===== src/rtl/circuit1_hlsm.sv =====
// circuit1_hlsm: multi-cycle, resource-shared implementation of the circuit1
// dataflow (d=a+b, e=a+c, f=a*c, g=(d>e), x=f-d, z=g?e:d).
// One adder is time-shared between S1 (d) and S2 (e), with its operands
// selected by the FSM state.
//
// Optional build macro: CIRCUIT1_HLSM_SIGNED_EN
//   defined     -> comparison g treats d and e as two's-complement signed
//   not defined -> comparison g is unsigned
//   Add, multiply and subtract results are identical in both builds.
//
// Ports:
//   Clk    in   system clock, rising edge
//   Rst    in   asynchronous active-low reset
//   Start  in   request, sampled only in WAIT
//   a,b,c  in   DATAWIDTH operands, captured on the Start edge
//   z, x   out  registered results, updated only on the S3->FINAL edge
//   Done   out  registered one-cycle completion pulse (high in FINAL)

module circuit1_hlsm #(
    parameter int unsigned DATAWIDTH = 16
) (
    input  logic                 Clk,
    input  logic                 Rst,
    input  logic                 Start,
    input  logic [DATAWIDTH-1:0] a,
    input  logic [DATAWIDTH-1:0] b,
    input  logic [DATAWIDTH-1:0] c,
    output logic [DATAWIDTH-1:0] z,
    output logic [DATAWIDTH-1:0] x,
    output logic                 Done
);

    typedef enum logic [2:0] {
        ST_WAIT  = 3'd0,
        ST_S1    = 3'd1,
        ST_S2    = 3'd2,
        ST_S3    = 3'd3,
        ST_FINAL = 3'd4
    } state_t;

    state_t state;

    logic [DATAWIDTH-1:0] ra;
    logic [DATAWIDTH-1:0] rb;
    logic [DATAWIDTH-1:0] rc;
    logic [DATAWIDTH-1:0] d;
    logic [DATAWIDTH-1:0] e;
    logic [DATAWIDTH-1:0] f;

    logic [DATAWIDTH-1:0] add_b;
    logic [DATAWIDTH-1:0] sum;
    logic [DATAWIDTH-1:0] prod_lo;
    logic                 g;

    // Shared adder: second operand is rb in S1 (d) and rc in S2 (e).
    always_comb begin
        add_b = rb;
        if (state == ST_S2) begin
            add_b = rc;
        end
        sum = ra + add_b;
    end

    // Low DATAWIDTH bits of the product; the high half is never needed.
    assign prod_lo = ra * rc;

    // Strict greater-than; equality selects d.
`ifdef CIRCUIT1_HLSM_SIGNED_EN
    assign g = ($signed(d) > $signed(e));
`else
    assign g = (d > e);
`endif

    // Controller and datapath registers.
    always_ff @(posedge Clk or negedge Rst) begin
        if (!Rst) begin
            state <= ST_WAIT;
            ra    <= '0;
            rb    <= '0;
            rc    <= '0;
            d     <= '0;
            e     <= '0;
            f     <= '0;
            z     <= '0;
            x     <= '0;
            Done  <= 1'b0;
        end else begin
            Done <= 1'b0;
            case (state)
                ST_WAIT: begin
                    if (Start) begin
                        ra    <= a;
                        rb    <= b;
                        rc    <= c;
                        state <= ST_S1;
                    end
                end
                ST_S1: begin
                    d     <= sum;
                    f     <= prod_lo;
                    state <= ST_S2;
                end
                ST_S2: begin
                    e     <= sum;
                    state <= ST_S3;
                end
                ST_S3: begin
                    z     <= g ? e : d;
                    x     <= f - d;
                    Done  <= 1'b1;
                    state <= ST_FINAL;
                end
                ST_FINAL: begin
                    state <= ST_WAIT;
                end
                default: begin
                    state <= ST_WAIT;
                end
            endcase
        end
    end

endmodule


===== config.mk =====
export PLATFORM = sky130hd
export DESIGN_NAME = circuit1_hlsm
export DESIGN_NICKNAME = d
export VERILOG_FILES = /design/src/rtl/circuit1_hlsm.sv
export SDC_FILE = /design/constraint.sdc
export NUM_CORES = 1
export LEC_CHECK = 0
export CORE_UTILIZATION = 55
export DETAILED_ROUTE_END_ITERATION = 12
export GPL_ROUTABILITY_DRIVEN = 0
export PLACE_DENSITY = 0.84
export SYNTH_ARGS = -nofsm -noshare
export SYNTH_HDL_FRONTEND = slang
export SYNTH_SLANG_ARGS = --single-unit

===== constraint.sdc =====
create_clock -name Clk -period 5.5 [get_ports Clk]
set_input_delay 1.1 -clock Clk [delete_from_list [all_inputs] [get_ports Clk]]
set_output_delay 1.1 -clock Clk [all_outputs]
set_load 0.05 [all_outputs]

==> results.toml, run 1 <==
[timing]
rsz0062_at_grt = "no"
slew_headroom_pct = 16.8
setup_viol = 0
fmax_mhz = 190
drv_slew = 0
fin_skew_ps = 12.7
layout_min_cycle_time_ps = 5250
fin_crit_sh_pct = 95.5
worst_pin_slew_ps = 1250
hold_violations = 0
setup-tns-final_ps = 0

[placed_design]
dp_hpwl_um = 19600
placed_area_sq_um = 12100
io_buffers = 83

[layout]
finalNetCount = 1440
area_growth_pct = 14.9
finalInstanceArea_sq_um = 12600
antenna_cells = 0
drive_above_1_share_pct = 10.3
multi_input_area_sq_um = 6930
seq_area_sq_um = 3300
nFillCells = 1483

[global_routing]
grt_remaining_overflow = 0
use_met1_pct = 36.1
antenna_found_initial = 0
grt.total_usage_pct = 27.0
grt_pass1_wl_um = 42700
grt_max_degree = 67
use_met3_pct = 5.26
grt_pass1_vias = 8562
busiest_layer = "met2"
use_met2_pct = 43.2

[die]
rows = 51
core_sq_um = 19500
die-area_sq_um = 20600
start_util_pct = 56.3
die_w_um = 143
die_y_um = 143
ioPinCount = 84

[yosys]
post-synth-top-area-cell = "dfrtp_1"
synth_warnings = 0
synth_top_area_share_pct = 30.0
syn_area_per_cell_sq_um = 9.60
synth_area_sq_um = 11000
synth.most_common_cell = "inv_1"
netlist_instances = 1146
synth-seq-cells = 132
syn_nets = 1374
synth.distinct_cells = 55
synth_edf_count = 0
synthFlopType = "dfrtp_1"
yosysSeqAreaShare_pct = 30.0
yosys-top-cells-area = "dfrtp_1 30%, fa_1 15%, ha_1 11%"
yosys-top-cells-count = "158 x inv_1, 137 x nand2_1, 132 x dfrtp_1"
async_flop_share_pct = 100

[critical_path]
criticalPathCategory = "reg2reg"
crit_buf_inv = 3
worstPathMaxFanout = 11
path_cells = "nand2_1 > fa_1 > fa_1 > inv_1 > fa_1 > inv_1 > fa_1 > fa_1 > fa_1 > inv_1 > ha_1 > a21o_1 > a21o_1 > a21oi_1 > o21ai_0 > xnor2_1 > o21ai_0"
end_kind = "flop"
cp.arrival_ps = 5540
start_kind = "flop"
critPathRequiredTime_ps = 5780
crit_slowest_cell = "dfrtp_1"
cp_top_family = "adder cells"
cpMostUsedCell = "fa_1"
critPathMaxStageDelay_ps = 590

[cts]
cts_root_buffer = "clkbuf_16"
tritoncts = "yes"
h-tree-depth = 4
postCtsSetupBuffers = 0
clock_latency_ps = 430
ctsResizeCount = 0
clkTransAtPathRegs_ps = 60
ctsHoldBuffers = 0
cts_sinks = 132
clockBufferDepth = 2
numCtsBuffers = 17

[detailed_routing]
first_pass_iters = 5
drt_iter0_markers = 605
routed_wl_um = 25500
vias = 8353
via_per_inst = 5.61
ant_nets = 0
drc_errors = 0
wl_per_cell_um = 17.1

[min_path]
hold_path.class = "in2async"

[status]
status = "complete, no violations"

[flow_run]
cap_violations = 0
[logic make-up after synthesis]
| family | count (synthesis) | synth area share [%] |
|---|---|---|
| simple gates | 306 | 13.3 |
| buf+inv | 206 | 7.18 |
| compound gates | 193 | 11.2 |
| fa+ha+maj | 177 | 25.7 |
| flops | 132 | 30.0 |
| mux | 74 | 7.56 |
| xor+xnor | 58 | 5.06 |
[worst reg2reg max path: stages (launching register included)]
cell and delay (ps):
dfrtp_1 590, nand2_1 150, fa_1 510, fa_1 500
inv_1 50, fa_1 500, inv_1 60, fa_1 550
fa_1 430, fa_1 490, inv_1 40, ha_1 350
a21o_1 200, a21o_1 210, a21oi_1 140, o21ai_0 110
xnor2_1 140, o21ai_0 80
[layout by cell type (no fill, tap or decap), drive strengths merged, types with 3 or more instances in the layout]
cell | netlist | final
inv | 158 | 160
nand2 | 138 | 138
dfrtp | 132 | 132
ha | 95 | 95
fa | 82 | 82
clkdlybuf4s50 | 0 | 82
mux2 | 73 | 73
and2 | 63 | 63
o21ai | 60 | 60
xnor2 | 36 | 36
nor2 | 35 | 35
a21o | 32 | 32
a21oi | 31 | 31
nand3 | 27 | 27
a31oi | 21 | 21
clkbuf | 38 | 21
xor2 | 19 | 19
buf | 10 | 13
nor3 | 11 | 11
o21bai | 9 | 9
o21a | 8 | 8
o31ai | 7 | 7
nand2b | 6 | 6
nand3b | 5 | 5
clkinv | 0 | 5
or3 | 4 | 4
nand4 | 4 | 4
nor2b | 4 | 4
a21boi | 4 | 4
a211o | 3 | 3
xnor3 | 3 | 3
clkinvlp | 0 | 3
nor4b | 3 | 3
a211oi | 3 | 3
[stage by stage]
step	hold slack (ps)	utilization, %	setup slack [ps]	instances
floorplan	450	-	380	1146
global placement	460	61.8	425	1458
detailed placement	470	61.8	270	1458
CTS	438	64.8	242	1490
global route	430	64.8	15.5	1490
finish	448	64.8	246	1490
[metal layers]
layer,vias up,share of wire [%],wire (um)
met5,-,0,0
met4,0,3.5,903
met3,61,6.8,1740
met2,354,46,11800
met1,4036,43,11000
li1,3902,-,-
[sequential cells by signal, summed over array words and instances, names as in the netlist]
signal	flops
d	16
e	16
f	16
ra	16
rb	16
rc	16
x	16
z	16
state	3
Done	1
[final timing paths]
check,to,start,slack (ps),cells past startpoint
worst min-delay path,Done,Rst,450,1
worst max register to register,f[14],ra[7],250,17
max in group asynchronous,ra[5],Rst,4090,2
worst max-delay path,f[14],ra[7],250,17
min in group Clk,x[1],x[1],480,2
worst min register to register,x[1],x[1],480,2
[layout make-up]
class                   instances  share of cell area (%)
clock buffers                  21                    3.72
clock inverters                11                   0.802
inverters                     158                    4.69
multi-input cells             808                    54.8
flip-flops and latches        132                    26.1
well taps                     265                    2.62
repair buffers                 95                    7.26
Power of run 1 is not shown: default switching activity piles up to over one toggle a cycle in this logic, so the estimate is an artifact.
==> run 2: changes to the inputs <==
CAP_MARGIN = 20   (was default)
==> run 2 against run 1 <==
  * Global-route usage is the same
  * Routed wire length up 0.33%
  * Critical endpoint unchanged
  * Flip-flop and latch count stayed put
  * Critical path depth unchanged
  * Count of clock-buffer cells in the layout stayed put
  * Final area increased by 0.18%
  * Highest routed layer unchanged
  * Die area did not move
  * Register-to-register slack about the same
  * Hold slack hardly changed
==> results.toml, run 2 (synthesis gave the netlist of run 1 again) <==
[cts]
ctsHoldBuffers = 0
clock_latency_ps = 430
postCtsSetupBuffers = 0
numCtsBuffers = 17
cts_root_buffer = "clkbuf_16"
cts_sinks = 132
clkTransAtPathRegs_ps = 60
ctsResizeCount = 0
tritoncts = "yes"
clockBufferDepth = 2
h-tree-depth = 4

[layout]
multi_input_area_sq_um = 6930
nFillCells = 1476
finalNetCount = 1442
finalInstanceArea_sq_um = 12700
area_growth_pct = 15.1
antenna_cells = 0
drive_above_1_share_pct = 10.4
mostFrequentLayoutCells = "158 x inv_1, 137 x nand2_1, 132 x dfrtp_1"
seq_area_sq_um = 3300
layout_commonest_cell = "inv_1"

[die]
ioPinCount = 84
core_sq_um = 19500
rows = 51
start_util_pct = 56.3
die-area_sq_um = 20600
die_w_um = 143
die_y_um = 143

[timing]
fin_skew_ps = 12.8
slew_headroom_pct = 45.6
drv_slew = 0
layout_min_cycle_time_ps = 5260
hold_violations = 0
setup_viol = 0
worst_pin_slew_ps = 816
fmax_mhz = 190
rsz0062_at_grt = "no"
hold_slack_ps = 448
setup_ws_ps = 237
fin_crit_sh_pct = 95.7
setup-tns-final_ps = 0

[detailed_routing]
wl_per_cell_um = 17.1
ant_nets = 0
drt_iter0_markers = 611
routed_wl_um = 25600
via_per_inst = 5.61
vias = 8371
first_pass_iters = 5
drc_errors = 0

[placed_design]
placed_area_sq_um = 12100
dp_hpwl_um = 19600
place_ws_ps = 270
io_buffers = 83

[status]
status = "complete, no violations"

[critical_path]
reg2reg_to = "f[14]"
cp.arrival_ps = 5550
crit_slowest_cell = "dfrtp_1"
reg2reg_from = "ra[7]"
end_kind = "flop"
r2r_cells = 17
critPathRequiredTime_ps = 5780
worstPathMaxFanout = 11
path_cells = "nand2_1 > fa_1 > fa_1 > inv_1 > fa_1 > inv_1 > fa_1 > fa_1 > fa_1 > inv_1 > ha_1 > a21o_1 > a21o_1 > a21oi_1 > o21ai_0 > xnor2_1 > o21ai_0"
criticalPathCategory = "reg2reg"
r2r_slack_ps = 240
critPathMaxStageDelay_ps = 600
start_kind = "flop"
cpMostUsedCell = "fa_1"

[global_routing]
grt_max_degree = 67
grt_pass1_vias = 8562
grt.total_usage_pct = 27.0
grt_pass1_wl_um = 42700
grt_remaining_overflow = 0
antenna_found_initial = 0

[flow_run]
cap_violations = 0

[min_path]
hold_path.class = "in2async"
-- run 2: cell count changes in the layout (fill, tap and decap cells not counted) --
cell,previous run,this run
buf_6,0,2
-- run 2: routing by layer --
layer | wire length [um] | track usage [%]
met1 | 11100 | 36.1
met2 | 11900 | 43.2
met3 | 1690 | 5.26
met4 | 843 | 11.0
met5 | 0 | 0
-- run 2: metrics by stage --
stage | utilization [%] | cells
final | 64.9 | 1492
after global routing | 64.9 | 1492
after CTS | 64.8 | 1490
after detailed placement | 61.8 | 1458
after global placement | 61.8 | 1458
after floorplan | - | 1146
-- run 2: worst max-delay path by stage --
stage	start	endpoint	cells past startpoint
after global placement	rc[4]	f[14]	17
after CTS	ra[9]	f[14]	17
after detailed placement	rc[4]	f[14]	17
after global routing	ra[2]	f[12]	17
after floorplan	rc[1]	f[14]	18
final	ra[7]	f[14]	17
-- run 2: final cells by class --
| class | count | area share, % |
|---|---|---|
| repair buffers | 97 | 7.43 |
| clock buffers | 21 | 3.71 |
| flip-flops and latches | 132 | 26.1 |
| inverters | 158 | 4.68 |
| multi-input cells | 808 | 54.7 |
| well taps | 265 | 2.62 |
| clock inverters | 11 | 0.800 |
-- run 2: worst max-delay path: cells and delay by family, from the launching register on --
| family | cells | cell delay (ps) |
|---|---|---|
| AOI/OAI and AO/OA | 5 | 740 |
| xor gates and xnor gates | 1 | 140 |
| adders and majority gates | 7 | 3330 |
| buffers and inverters | 3 | 140 |
| DFF | 1 | 600 |
| and+or+nand+nor | 1 | 150 |
Power of run 2 is left out for the same reason.
==> run 3: changes to the inputs <==
CORE_UTILIZATION = 60   (was 55)
CTS_CLUSTER_DIAMETER = 200   (was default)
PLACE_DENSITY = 0.87   (was 0.84)
clock period = 5.75 ns   (was 5.5 ns; I/O delays follow)
==> run 3 against run 2 <==
  * Fmax fell by 1.9%
  * Critical path type unchanged
  * Final cell count decreased by 2.4%
  * Worst setup slack improved by 150 ps
  * Critical endpoint is now f[15]
  * Die area decreased by 8.2%
==> results.toml, run 3 (synthesis gave the netlist of run 1 again) <==
[status]
status = "complete, no violations"

[timing]
worst_pin_slew_ps = 1030
rsz0062_at_grt = "no"
drv_slew = 0
fmax_mhz = 186
layout_min_cycle_time_ps = 5370
hold_violations = 0
fin_skew_ps = 7.80
setup_viol = 0
setup-tns-final_ps = 0
fin_crit_sh_pct = 93.3
slew_headroom_pct = 31.2

[layout]
antenna_cells = 0
layout_commonest_cell = "inv_1"
drive_above_1_share_pct = 10.4
finalNetCount = 1442
area_growth_pct = 15.2
final_core_utilization_pct = 70.6
nFillCells = 1281
mostFrequentLayoutCells = "158 x inv_1, 137 x nand2_1, 132 x dfrtp_1"

[cts]
postCtsSetupBuffers = 0
cts_sinks = 132
h-tree-depth = 4
cts_root_buffer = "clkbuf_16"
tritoncts = "yes"
ctsHoldBuffers = 0
clockBufferDepth = 2
numCtsBuffers = 17
clock_latency_ps = 420
clkTransAtPathRegs_ps = 60
ctsResizeCount = 0

[critical_path]
end_kind = "flop"
start_kind = "flop"
criticalPathCategory = "reg2reg"
cp.arrival_ps = 5650
worstPathMaxFanout = 14
critPathRequiredTime_ps = 6030

[min_path]
hold_path.class = "reg2reg"

[detailed_routing]
routed_wl_um = 26700
first_pass_iters = 5
wl_per_cell_um = 18.3
drc_errors = 0
via_per_inst = 5.81
ant_nets = 0
vias = 8462
drt_iter0_markers = 680

[global_routing]
grt_remaining_overflow = 0
grt_max_degree = 84
grt.total_usage_pct = 31.1
antenna_found_initial = 0
busiest_layer = "met2"
use_met2_pct = 49.5
use_met3_pct = 6.22
grt_pass1_wl_um = 44500
use_met1_pct = 39.5
grt_pass1_vias = 8926

[die]
ioPinCount = 84
rows = 49
die_y_um = 137
core_sq_um = 18000
die_w_um = 137
start_util_pct = 61.2
die-area_sq_um = 18900

[placed_design]
dp_hpwl_um = 19700
io_buffers = 83

[flow_run]
cap_violations = 0
## run 3: cell count changes in the layout (fill, tap and decap cells not counted)
cell,before,now
buf_16,0,2
buf_4,13,11
buf_6,2,1
buf_8,0,1
bufinv_16,1,2
clkbuf_1,1,2
clkbuf_8,3,2
clkinvlp_4,3,1
inv_6,1,3
inv_8,1,0
## run 3: path summary, 6_finish.rpt
check / cells after the start / slack (ps) / start / to
worst max-delay path: 17 / 380 / rc[4] / f[15]
worst min-delay path: 2 / 470 / x[14] / x[14]
worst max register to register: 17 / 380 / rc[4] / f[15]
worst min register to register: 2 / 470 / x[14] / x[14]
max in group asynchronous: 2 / 4110 / Rst / ra[2]
min in group asynchronous: 1 / 660 / Rst / z[10]
## run 3: area by class of cell
type	instances	area, sq um	area share [%]
sequential	132	3300	26.1
inverter	158	593	4.68
clock buffer	21	460	3.63
clock inverter	11	123	0.967
tap	229	287	2.26
multi-input combinational	808	6930	54.6
timing repair buffer	97	985	7.77
## run 3: stage by stage
step | instances | hold WS, ps | area, sq um | setup slack [ps]
2_1_floorplan | 1146 | 450 | 11000 | 630
3_3_place_gp | 1420 | 460 | 12000 | 521
3_5_place_dp | 1420 | 470 | 12000 | 407
4_1_cts | 1452 | 483 | 12600 | 410
5_1_grt | 1456 | 499 | 12700 | 66.4
6_report | 1456 | 474 | 12700 | 383
## run 3: worst max-delay path, cell delays in order, from the launching register on
cell,delay [ps]
dfrtp_1,650
nand2_1,160
fa_1,520
fa_1,500
inv_1,60
fa_1,500
inv_1,60
fa_1,560
fa_1,430
fa_1,490
inv_1,40
ha_1,350
a21o_1,190
a21o_1,210
nor3_1,160
a21oi_1,120
xor2_1,170
o21ai_1,70
## run 3: per-layer routing
| metal | wire, um | up-vias |
|---|---|---|
| li1 | - | 3906 |
| met1 | 11100 | 4065 |
| met2 | 12300 | 388 |
| met3 | 1820 | 103 |
| met4 | 1470 | 0 |
| met5 | 0 | - |
Power of run 3 is left out for the same reason.
